`src/rtl/pc_pkg.sv`:
```
// Shared types and default parameters for the Mini-MIPS fetch-stage program counter.
package pc_pkg;

   typedef enum logic [2:0] {
      SRC_SEQ   = 3'd0,
      SRC_STALL = 3'd1,
      SRC_BR    = 3'd2,
      SRC_RET   = 3'd3,
      SRC_CALL  = 3'd4,
      SRC_JMP   = 3'd5,
      SRC_EXC   = 3'd6,
      SRC_RESET = 3'd7
   } pc_src_t;

   localparam int PC_W_DEF      = 11;
   localparam int RAS_DEPTH_DEF = 4;
   localparam int RESET_PC_DEF  = 0;
   localparam int EXC_VEC_DEF   = 2040;

endpackage

```
`src/rtl/ras_stack.sv`:
```
// Circular return-address stack: a push when full silently overwrites the oldest entry.
module ras_stack #(
   parameter int W     = 11,
   parameter int DEPTH = 4,
   localparam int PTR_W = $clog2(DEPTH),
   localparam int CNT_W = $clog2(DEPTH + 1)
) (
   input  logic         clk,
   input  logic         rst,
   input  logic         push,
   input  logic         pop,
   input  logic         clear,
   input  logic [W-1:0] push_data,
   output logic [W-1:0] top,
   output logic         empty,
   output logic         full,
   output logic         overflow
);

   logic [W-1:0]     mem [DEPTH];
   logic [PTR_W-1:0] wr_ptr;
   logic [CNT_W-1:0] count;

   assign empty    = (count == '0);
   assign full     = (count == CNT_W'(DEPTH));
   assign overflow = push && full && !clear;
   // wr_ptr always points one past the newest entry; wrap is free at power-of-two depth
   assign top      = mem[wr_ptr - PTR_W'(1)];

   always_ff @(posedge clk or negedge rst) begin
      if (!rst) begin
         wr_ptr <= '0;
         count  <= '0;
      end else if (clear) begin
         count <= '0;
      end else if (push) begin
         wr_ptr <= wr_ptr + PTR_W'(1);
         if (!full) count <= count + CNT_W'(1);
      end else if (pop && !empty) begin
         wr_ptr <= wr_ptr - PTR_W'(1);
         count  <= count - CNT_W'(1);
      end
   end

   always_ff @(posedge clk) begin
      if (push && !clear) mem[wr_ptr] <= push_data;
   end

endmodule

```
`src/rtl/pc_unit.sv`:
```
// Fetch-stage program counter: prioritised next-PC selection with return-address stack,
// exception PC capture and a registered cause code.
module pc_unit
   import pc_pkg::*;
#(
   parameter int PC_W      = PC_W_DEF,
   parameter int RAS_DEPTH = RAS_DEPTH_DEF,
   parameter int RESET_PC  = RESET_PC_DEF,
   parameter int EXC_VEC   = EXC_VEC_DEF
) (
   input  logic            clk,
   input  logic            rst,
   input  logic            stall,
   input  logic            exc,
   input  logic            br_taken,
   input  logic [PC_W-1:0] br_target,
   input  logic            jmp,
   input  logic            call,
   input  logic [PC_W-1:0] jmp_target,
   input  logic            ret,
   input  logic [PC_W-1:0] ret_target,
   output logic [PC_W-1:0] pc,
   output logic [PC_W-1:0] pc_plus1,
   output logic [PC_W-1:0] epc,
   output logic [2:0]      pc_src,
   output logic            ras_empty,
   output logic            ras_full,
   output logic            ras_ovf,
   output logic            ras_unf
);

   localparam logic [PC_W-1:0] EXC_ADDR   = PC_W'(EXC_VEC);
   localparam logic [PC_W-1:0] RESET_ADDR = PC_W'(RESET_PC);

   logic [PC_W-1:0] pc_reg, pc_next;
   logic [PC_W-1:0] epc_reg, epc_next;
   pc_src_t         src_reg, src_next;
   logic            ovf_reg;
   logic            unf_reg, unf_next;

   logic            ras_push, ras_pop, ras_clear, ras_overflow;
   logic [PC_W-1:0] ras_top;

   assign pc       = pc_reg;
   assign pc_plus1 = pc_reg + PC_W'(1);
   assign epc      = epc_reg;
   assign pc_src   = src_reg;
   assign ras_ovf  = ovf_reg;
   assign ras_unf  = unf_reg;

   ras_stack #(
      .W     (PC_W),
      .DEPTH (RAS_DEPTH)
   ) u_ras (
      .clk       (clk),
      .rst       (rst),
      .push      (ras_push),
      .pop       (ras_pop),
      .clear     (ras_clear),
      .push_data (pc_plus1),
      .top       (ras_top),
      .empty     (ras_empty),
      .full      (ras_full),
      .overflow  (ras_overflow)
   );

   // Only the winning request has any side effect on the stack.
   always_comb begin
      pc_next   = pc_plus1;
      epc_next  = epc_reg;
      src_next  = SRC_SEQ;
      unf_next  = 1'b0;
      ras_push  = 1'b0;
      ras_pop   = 1'b0;
      ras_clear = 1'b0;
      if (exc) begin
         pc_next   = EXC_ADDR;
         epc_next  = pc_reg;
         src_next  = SRC_EXC;
         ras_clear = 1'b1;
      end else if (stall) begin
         pc_next  = pc_reg;
         src_next = SRC_STALL;
      end else if (br_taken) begin
         pc_next  = br_target;
         src_next = SRC_BR;
      end else if (ret) begin
         src_next = SRC_RET;
         if (ras_empty) begin
            pc_next  = ret_target;
            unf_next = 1'b1;
         end else begin
            pc_next = ras_top;
            ras_pop = 1'b1;
         end
      end else if (call) begin
         pc_next  = jmp_target;
         src_next = SRC_CALL;
         ras_push = 1'b1;
      end else if (jmp) begin
         pc_next  = jmp_target;
         src_next = SRC_JMP;
      end
   end

   always_ff @(posedge clk or negedge rst) begin
      if (!rst) begin
         pc_reg  <= RESET_ADDR;
         epc_reg <= '0;
         src_reg <= SRC_RESET;
         ovf_reg <= 1'b0;
         unf_reg <= 1'b0;
      end else begin
         pc_reg  <= pc_next;
         epc_reg <= epc_next;
         src_reg <= src_next;
         unf_reg <= unf_next;
         if (ras_overflow) ovf_reg <= 1'b1;
      end
   end

endmodule
```
`config.mk`:
```
export PLATFORM = sky130hd
export DESIGN_NAME = pc_unit
export DESIGN_NICKNAME = d
export VERILOG_FILES = /design/src/rtl/pc_pkg.sv /design/src/rtl/ras_stack.sv /design/src/rtl/pc_unit.sv
export SDC_FILE = /design/constraint.sdc
export NUM_CORES = 1
export LEC_CHECK = 0
export BUFFER_PORTS_ARGS = -buffer_cell sky130_fd_sc_hd__buf_2
export CAP_MARGIN = 15
export CORE_MARGIN = 10
export CORE_UTILIZATION = 30
export DETAILED_ROUTE_END_ITERATION = 8
export SYNTH_ARGS = -nofsm -noshare
export SYNTH_HDL_FRONTEND = slang
export SYNTH_SLANG_ARGS = --single-unit
```
`constraint.sdc`:
```
create_clock -name clk -period 5.55 [get_ports clk]
set_input_delay 0.555 -clock clk [delete_from_list [all_inputs] [get_ports clk]]
set_output_delay 0.555 -clock clk [all_outputs]
set_load 0.02 [all_outputs]
```
==> impl_metrics.json, run 1 <==
{
  "ios": 81,
  "peakVddDrop_v": 0.000156,
  "syn_to_final_growth_pct": 22.5,
  "slew_viol_final": 0,
  "grt_pass1_vias": 2495,
  "post_cts_buffers": 0,
  "syn-cell-area_mm2": 0.00361,
  "layout_common_cells": "buf_2 (80), edfxtp_1 (44), dfrtp_1 (29), nor2_1 (16), nand2_1 (15)",
  "final_layout_size_suffix_gt1_frac": 0.344,
  "num_rows": 40,
  "final_common_cell": "buf_2",
  "start_util": 0.303,
  "antenna_found_initial": 0,
  "powerDensity_mw_per_mm2": 363,
  "postRouteWirelength_um": 9810,
  "gp_congestion": 0.838,
  "die_area_mm2": 0.0168,
  "synth_ff_type": "edfxtp_1",
  "setup_viol": 0,
  "postCtsResizedCells": 0,
  "grt_max_degree": 33,
  "crit_path_start_kind": "flop",
  "fin_util": 0.372,
  "largest_register_ffs": 44,
  "timing.setup.tns_ns": 0,
  "clockBufferDepth": 2,
  "gr-total-overflow": 0,
  "critPathKind": "reg2reg",
  "numCtsBuffers": 9,
  "post-route-period-util": 0.509,
  "cts_hold_buf": 0,
  "slowest_stage": "dfrtp_1",
  "p_leak_uw": 0.00173,
  "hp-class": "in2async",
  "clkTransAtPathRegs_ns": 0.06,
  "worstPathArrival_ns": 3.05,
  "core_mm2": 0.0119,
  "cts_max_level": 3,
  "synth_edf_count": 44,
  "critical-path-max-stage-delay_ns": 0.81,
  "diodes": 0,
  "critPathCaptureType": "flop",
  "max_cap_violations": 0,
  "cp_max_fo": 15,
  "path_cells": "inv_1, ha_1, mux4_1, a221oi_1, o21ai_0, a221o_1",
  "fp.dieH_um": 130,
  "outcome": "finished, final reports clean",
  "synth_nets": 310,
  "routedWlPerCell_um": 20.0,
  "worst_slew_pin_slew_ns": 0.732,
  "clock_insertion_delay_worst_skew_ns": 0.34,
  "firstDrtPassIters": 4,
  "ant_nets": 0,
  "yosys_warnings": 0,
  "io_buffers": 80,
  "viasPerCell": 5.14,
  "syn_avg_cell_area_um2": 13.7,
  "drc": 0,
  "cp.required_ns": 5.77,
  "finalClockSkew_ns": 0.00405,
  "cts.root.buffer_cell": "clkbuf_16",
  "grtUsageTotal": 0.118,
  "period_needed_ns": 2.83,
  "grt_first_pass_wirelength_um": 15000,
  "finalHoldViolCount": 0,
  "dp_hpwl_um": 7260,
  "max_freq_mhz": 354,
  "drtIter0Drc": 243,
  "postSynthCellCount": 263,
  "tritoncts": "done",
  "yosysUniqueCellTypes": 57,
  "clock-sinks": 76,
  "dieWidth_um": 130,
  "vias": 2518,
  "fin_nets": 385,
  "ys_ff_latch": 76,
  "async_reset_ff_frac": 0.421,
  "rsz0062_at_grt": "false",
  "slew_headroom": 0.508,
  "ys_seq_area_frac": 0.588
}
-- synthesized netlist by cell type (all sizes together), types with 5 or more instances --
cell type,n,area [um^2]
a21oi,10,50.1
a221o,5,50.1
a221oi,8,82.6
and2,5,31.3
buf,7,38.8
clkbuf,9,33.8
dfrtp,29,726
edfxtp,44,1320
ha,5,62.6
inv,8,30.0
mux2,11,124
mux2i,5,50.1
mux4,11,282
nand2,15,56.3
nand3,7,35.0
nor2,18,72.6
o21ai,9,45.0
o22ai,5,31.3
xnor2,9,78.8
-- per-stage QoR --
| stage | power (uW) | instance area, um^2 | hold WS [ns] | std cells | worst slack, ns |
|---|---|---|---|---|---|
| after detailed placement | 1040 | 4130 | 0.446 | 474 | 2.68 |
| after floorplan | 935 | 3610 | 0.259 | 263 | 3.17 |
| after global routing | 1690 | 4430 | 0.339 | 490 | 2.38 |
| final | 1610 | 4430 | 0.267 | 490 | 2.72 |
| after global placement | 1030 | 4130 | 0.448 | 474 | 2.78 |
| after CTS | 1620 | 4430 | 0.293 | 490 | 2.66 |
-- logic make-up after synthesis --
logic type / count (synthesis) / synth area share
DFF: 76 / 0.588
AOI/OAI and AO/OA: 59 / 0.121
and+or+nand+nor: 59 / 0.0858
muxes: 27 / 0.126
buffers and inverters: 25 / 0.0294
xor gates and xnor gates: 11 / 0.0267
adders and majority gates: 6 / 0.0228
-- layout make-up --
| cell class | instances | area (um^2) |
|---|---|---|
| flip-flops and latches | 76 | 2130 |
| fillers | 1160 | 7480 |
| well taps | 147 | 184 |
| repair buffers | 80 | 400 |
| clock inverters | 7 | 75.1 |
| inverters | 9 | 33.8 |
| multi-input cells | 162 | 1380 |
| clock buffers | 9 | 225 |
-- path summary, 6_finish.rpt --
check                                 from  endpoint  slack [ns]  cells after the start
max in group asynchronous              rst     pc[8]        4.82                      1
max reg2reg                u_ras.wr_ptr[0]     pc[4]        2.72                      6
min                                    rst    epc[2]        0.27                      1
min in group clk                   ras_ovf   ras_ovf        0.46                      1
max                        u_ras.wr_ptr[0]     pc[4]        2.72                      6
min reg2reg                        ras_ovf   ras_ovf        0.46                      1
-- layer usage --
layer,GRT usage,share of wire,vias to the layer above
met1,0.144,0.43,1239
met2,0.177,0.46,84
met4,0.0589,0.030,0
li1,-,-,1172
met5,0,0,-
met3,0.0467,0.076,23
-- worst max-delay path, delay by kind of cell (launching register included) --
kind	cells	cell delay [ns]
flip-flops	1	0.81
AO/OA/AOI/OAI	3	0.74
adder cells (fa/ha/maj)	1	0.64
multiplexers	1	0.36
buffers and inverters	1	0.15
-- power by group --
group          switching [uW]  internal [uW]  leakage (uW)  total [uW]
sequential               50.7            634      0.000753         684
clock                     233            350      0.000140         583
combinational             180            160      0.000834         341
total                     464           1140       0.00173        1610
(Power assumes the default switching activity.)
==> run 2, diff against run 1 <==
ABC_AREA = 1   (was unset)
clock period = 2.35 ns   (was 5.55 ns; I/O delays follow)
==> impl_metrics.json, run 2 <==
{
  "max_cap_violations": 0,
  "postRouteWirelength_um": 11100,
  "yosys_warnings": 0,
  "p_seq_frac": 0.352,
  "outcome": "finished, final reports clean",
  "clockBufferDepth": 2,
  "timing.setup.tns_ns": 0,
  "slew_headroom": 0.512,
  "fin_nets": 583,
  "postSynthCellCount": 448,
  "ant_nets": 0,
  "cpMostUsedCell": "nand2_1",
  "layout_common_cells": "nand2_1 (134), buf_2 (80), nor2_1 (52), edfxtp_1 (44), inv_1 (38)",
  "syn-cell-area_mm2": 0.00390,
  "synth_edf_count": 44,
  "firstDrtPassIters": 4,
  "cts_max_level": 3,
  "min_from": "stall",
  "drc": 0,
  "power_switching_share": 0.356,
  "clock-sinks": 76,
  "ys_ff_latch": 76,
  "clock_insertion_delay_worst_skew_ns": 0.34,
  "critPathKind": "reg2out",
  "gp_congestion": 0.884,
  "clkPwrFrac": 0.323,
  "gr-total-overflow": 0,
  "io_buffers": 80,
  "final_common_cell": "nand2_1",
  "async_reset_ff_frac": 0.421,
  "cts.root.buffer_cell": "clkbuf_16",
  "worstRegToRegCells": 8,
  "ff2ff_setup_slack_ns": 0.65,
  "setup_viol": 0,
  "p_switching_uw": 1620,
  "r2r-start": "u_ras.wr_ptr[1]",
  "core_mm2": 0.0127,
  "syn_to_final_growth_pct": 23.9,
  "synth_ff_type": "edfxtp_1",
  "cp.buffers_inverters": 1,
  "period_needed_ns": 2.10,
  "grt_first_pass_wirelength_um": 17800,
  "synth_top_area_share": 0.339,
  "die_area_mm2": 0.0180,
  "path_cells": "ha_1, nand2_1, nor2_2, nand3_1, nand2_1, buf_2",
  "largest_register_ffs": 44,
  "tritoncts": "done",
  "hold_slack_ns": 0.120,
  "routedWlPerCell_um": 15.6,
  "comb_power_share": 0.325,
  "ios": 81,
  "crit_path_start_kind": "flop",
  "synth_nets": 495,
  "nFillCells": 1311,
  "start_util": 0.308,
  "grt_max_degree": 33,
  "fp.dieH_um": 134,
  "worst_slew_pin_slew_ns": 0.733,
  "postCtsResizedCells": 0,
  "finalClockSkew_ns": 0.00649,
  "post-route-period-util": 0.893,
  "cp.required_ns": 2.12,
  "hold_end": "ras_unf",
  "yosysUniqueCellTypes": 35,
  "synthTopCellsByArea": "edfxtp_1 (34%), dfrtp_1 (19%), nand2_1 (13%), nor2_1 (5.0%), inv_1 (3.7%)",
  "dieWidth_um": 134,
  "viasPerCell": 4.48,
  "grtUsageTotal": 0.126,
  "antenna_found_initial": 0,
  "peakVddDrop_v": 0.000465,
  "finalHoldViolCount": 0,
  "powerDensity_mw_per_mm2": 941,
  "diodes": 0,
  "critPathCaptureType": "output port",
  "holdPathStages": 2,
  "slowest_stage": "dfrtp_1",
  "rsz0062_at_grt": "false",
  "slew_viol_final": 0,
  "drtIter0Drc": 148,
  "synth_most_common_cell": "nand2_1",
  "p_leak_uw": 0.00223,
  "r2r-end": "pc[1]",
  "intPower_uw": 2930,
  "grt_pass1_vias": 3322,
  "cp_top_family": "simple AND/OR/NAND/NOR gates",
  "clkTransAtPathRegs_ns": 0.06,
  "yosys-top-cells-count": "nand2_1 (134), nor2_1 (52), edfxtp_1 (44)",
  "num_rows": 41,
  "syn_avg_cell_area_um2": 8.71,
  "final_layout_size_suffix_gt1_frac": 0.268,
  "max_freq_mhz": 477,
  "worstPathArrival_ns": 1.86,
  "critical-path-max-stage-delay_ns": 0.45,
  "cp_max_fo": 5,
  "synth_top_area_cell": "edfxtp_1",
  "dp_hpwl_um": 8490,
  "hp-class": "in2reg",
  "numCtsBuffers": 9,
  "ys_seq_area_frac": 0.545,
  "vias": 3195
}
[run 2: repair_timing]
item                       CTS  global route
setup endpoints to repair    0             0
hold endpoints to repair    29             0
hold buffers                 1             0
setup buffers                0             0
[run 2: logic make-up (layout without fill, tap and decap cells)]
kind of cell               count (synthesis)  count (layout)  synth area share
AOI/OAI and AO/OA                         56              56            0.0789
and+or+nand+nor                          243             243             0.274
DFF                                       76              76             0.545
xor gates and xnor gates                   4               4           0.00898
adders and majority gates                  6               6            0.0212
buffers and inverters                     63             156            0.0722
[run 2: final cells by class]
cell class,count,area (um^2),area share
flip-flops and latches,76,2130,0.440
multi-input cells,309,1490,0.309
repair buffers,93,500,0.104
clock buffers,10,229,0.0474
well taps,172,215,0.0445
inverters,47,181,0.0375
clock inverters,6,88.8,0.0184
[run 2: how the worst max path moves through the flow]
stage / start / endpoint / slack (ns) / cells past startpoint
2_1_floorplan: u_ras.wr_ptr[0] / pc[0] / 0.41 / 12
3_3_place_gp: ret / u_ras.count[1] / 0.61 / 7
3_5_place_dp: ret / u_ras.count[1] / 0.58 / 7
4_1_cts: pc[0] / pc_plus1[10] / 0.23 / 6
5_1_grt: pc[0] / pc_plus1[8] / 0.13 / 6
6_report: pc[0] / pc_plus1[8] / 0.25 / 6
[run 2: routing by layer]
| layer | track usage | wire length, um | up-vias |
|---|---|---|---|
| met5 | 0 | 0 | - |
| met4 | 0.0593 | 260 | 0 |
| met3 | 0.0299 | 489 | 15 |
| met2 | 0.205 | 5330 | 71 |
| met1 | 0.154 | 5040 | 1485 |
| li1 | - | - | 1624 |
[run 2: through the flow]
| stage | power, uW | instances | setup slack, ns | util | cell area [um^2] |
|---|---|---|---|---|---|
| global placement | 3090 | 696 | 0.611 | 0.356 | 4510 |
| global route | 4830 | 713 | 0.129 | 0.382 | 4830 |
| finish | 4550 | 713 | 0.253 | 0.382 | 4830 |
| CTS | 4590 | 713 | 0.230 | 0.382 | 4830 |
| detailed placement | 3110 | 696 | 0.576 | 0.356 | 4510 |
| floorplan | 2660 | 448 | 0.410 | - | 3900 |
[run 2: power by group through the flow]
stage,clock (uW),combinational (uW),sequential [uW]
6_report,1470,1480,1600
2_1_floorplan,0,989,1670
3_3_place_gp,0,1470,1620
5_1_grt,1560,1650,1610
3_5_place_dp,0,1490,1630
4_1_cts,1500,1490,1600
[run 2: worst reg2reg max path, stage by stage, from the launching register on]
cell	delay (ns)
dfrtp_1	0.40
inv_1	0.08
ha_1	0.30
inv_2	0.23
nor2_1	0.08
o21ai_0	0.08
o21ai_1	0.09
a21oi_1	0.24
o21ai_1	0.08
==> run 3, diff against run 2 <==
MAX_ROUTING_LAYER = met4   (was unset)
SYNTH_HIERARCHICAL = 1   (was unset)
==> impl_metrics.json, run 3 <==
{
  "worstSetupStartpoint": "pc[1]",
  "diodes": 0,
  "cpMostUsedCell": "nand2_1",
  "grt_first_pass_wirelength_um": 17100,
  "antenna_found_initial": 0,
  "syn_avg_cell_area_um2": 8.97,
  "async_reset_ff_frac": 0.421,
  "critical-path-max-stage-delay_ns": 0.44,
  "peakVddDrop_v": 0.000469,
  "drtIter0Drc": 312,
  "max_cap_violations": 0,
  "grtUsageTotal": 0.124,
  "grt_max_degree": 33,
  "tritoncts": "done",
  "grt_pass1_vias": 3290,
  "outcome": "finished, final reports clean",
  "synth_edf_count": 44,
  "synth_most_common_cell": "nand2_1",
  "postSynthCellCount": 421,
  "numCtsBuffers": 9,
  "yosys-top-cells-count": "nand2_1 (105), nor2_1 (62), edfxtp_1 (44)",
  "clock-sinks": 76,
  "fp.dieH_um": 132,
  "p_leak_uw": 0.00213,
  "intPower_uw": 2900,
  "finalClockSkew_ns": 0.00873,
  "r2r-start": "u_ras/count[0]",
  "cts_max_level": 3,
  "slew_viol_final": 0,
  "synth_top_area_share": 0.350,
  "place_ws_ns": 0.327,
  "largest_register_ffs": 44,
  "die_area_mm2": 0.0175,
  "layout_common_cells": "nand2_1 (105), buf_2 (80), nor2_1 (62), edfxtp_1 (44), o21ai_0 (40)",
  "synth_top_area_cell": "edfxtp_1",
  "yosysUniqueCellTypes": 34,
  "num_rows": 40,
  "critPathCaptureType": "output port",
  "p_switching_uw": 1540,
  "cp.required_ns": 2.12,
  "ios": 81,
  "min_from": "stall",
  "gp_congestion": 0.860,
  "final_layout_size_suffix_gt1_frac": 0.258,
  "powerDensity_mw_per_mm2": 933,
  "dieWidth_um": 132,
  "fin_nets": 558,
  "synth_ff_type": "edfxtp_1",
  "comb_power_share": 0.299,
  "critPathKind": "reg2out",
  "post-route-period-util": 0.895,
  "period_needed_ns": 2.10,
  "clock_insertion_delay_worst_skew_ns": 0.34,
  "rsz0062_at_grt": "false",
  "drc": 0,
  "ys_ff_latch": 76,
  "routedWlPerCell_um": 15.9,
  "syn_to_final_growth_pct": 25.9,
  "final_common_cell": "nand2_1",
  "cts.root.buffer_cell": "clkbuf_16",
  "postRouteWirelength_um": 10900,
  "viasPerCell": 4.76,
  "slowest_stage": "dfrtp_1",
  "worstPathArrival_ns": 1.87,
  "power_switching_share": 0.348,
  "setup_viol": 0,
  "max_freq_mhz": 476,
  "ant_nets": 0,
  "yosys_warnings": 6,
  "slew_headroom": 0.502,
  "dp_hpwl_um": 8160,
  "finalHoldViolCount": 0,
  "p_seq_frac": 0.354,
  "clockBufferDepth": 2,
  "post_cts_buffers": 0,
  "holdPathStages": 2,
  "vias": 3259,
  "worstRegToRegCells": 12,
  "synthTopCellsByArea": "edfxtp_1 (35%), dfrtp_1 (19%), nand2_1 (10%), nor2_1 (6.2%), o21ai_0 (5.3%)",
  "crit_path_start_kind": "flop",
  "synth_nets": 468,
  "timing.final.ws_setup_ns": 0.247,
  "timing.setup.tns_ns": 0,
  "hp-class": "in2reg",
  "gr-total-overflow": 0,
  "firstDrtPassIters": 5,
  "cp_max_fo": 5,
  "hold_slack_ns": 0.112,
  "ys_seq_area_frac": 0.563,
  "path_cells": "ha_1, nand2_1, o21ai_0, nand2_1, buf_2",
  "io_buffers": 80,
  "worst_slew_pin_slew_ns": 0.747,
  "clkTransAtPathRegs_ns": 0.06,
  "core_mm2": 0.0122,
  "clkPwrFrac": 0.347,
  "start_util": 0.311,
  "syn-cell-area_mm2": 0.00378
}
==> run 3: final timing paths <==
kind	endpoint	slack (ns)
max	pc_plus1[6]	0.25
min	pc_src[2]	0.11
max reg2reg	pc[4]	0.50
min reg2reg	epc[4]	0.48
max in group asynchronous	epc[4]	1.37
min in group asynchronous	u_ras/count[2]	0.50
==> run 3: layer usage <==
metal | vias up | track usage | routed length (um)
met5 | - | - | 0
li1 | 1582 | - | -
met1 | 1542 | 0.156 | 4960
met2 | 121 | 0.192 | 5120
met4 | 0 | 0.0416 | 143
met3 | 14 | 0.0309 | 674
==> run 3: power by group through the flow <==
stage	Clock, uW	Sequential (uW)	Combinational [uW]
floorplan	0	1650	830
global placement	0	1590	1310
detailed placement	0	1600	1320
CTS	1570	1570	1330
global route	1620	1580	1490
finish	1540	1570	1330
==> run 3: kinds of logic (layout without fill, tap and decap cells) <==
kind of cell | Yosys count | after routing | share of synthesized area
flops | 76 | 76 | 0.563
simple gates | 199 | 199 | 0.224
compound gates | 82 | 82 | 0.126
xor+xnor | 3 | 3 | 0.00696
buf+inv | 55 | 150 | 0.0586
fa+ha+maj | 6 | 6 | 0.0219
==> run 3: layout make-up <==
| cell class | count | area (um^2) |
|---|---|---|
| multi-input cells | 290 | 1440 |
| fillers | 1216 | 7410 |
| repair buffers | 93 | 500 |
| flip-flops and latches | 76 | 2130 |
| clock buffers | 9 | 225 |
| inverters | 41 | 154 |
| clock inverters | 7 | 105 |
| well taps | 168 | 210 |
==> run 3: what timing repair did <==
action	4_1_cts	5_1_grt
hold buffers	1	0
gates resized for setup	0	0
hold endpoints to repair	29	0
==> run 3: stage by stage <==
stage	total power, uW	utilization	cell area (um^2)	instances
finish	4440	0.391	4760	684
global route	4690	0.391	4760	684
CTS	4480	0.391	4760	684
detailed placement	2920	0.363	4420	667
global placement	2900	0.363	4420	667
floorplan	2480	-	3780	421
==> run 3: critical path, delay by kind of cell, from the launching register on <==
family,cells,cell delay [ns]
buffers and inverters,1,0.22
flip-flops,1,0.44
AND/OR/NAND/NOR,2,0.36
adder cells (fa/ha/maj),1,0.22
AO/OA/AOI/OAI,1,0.29
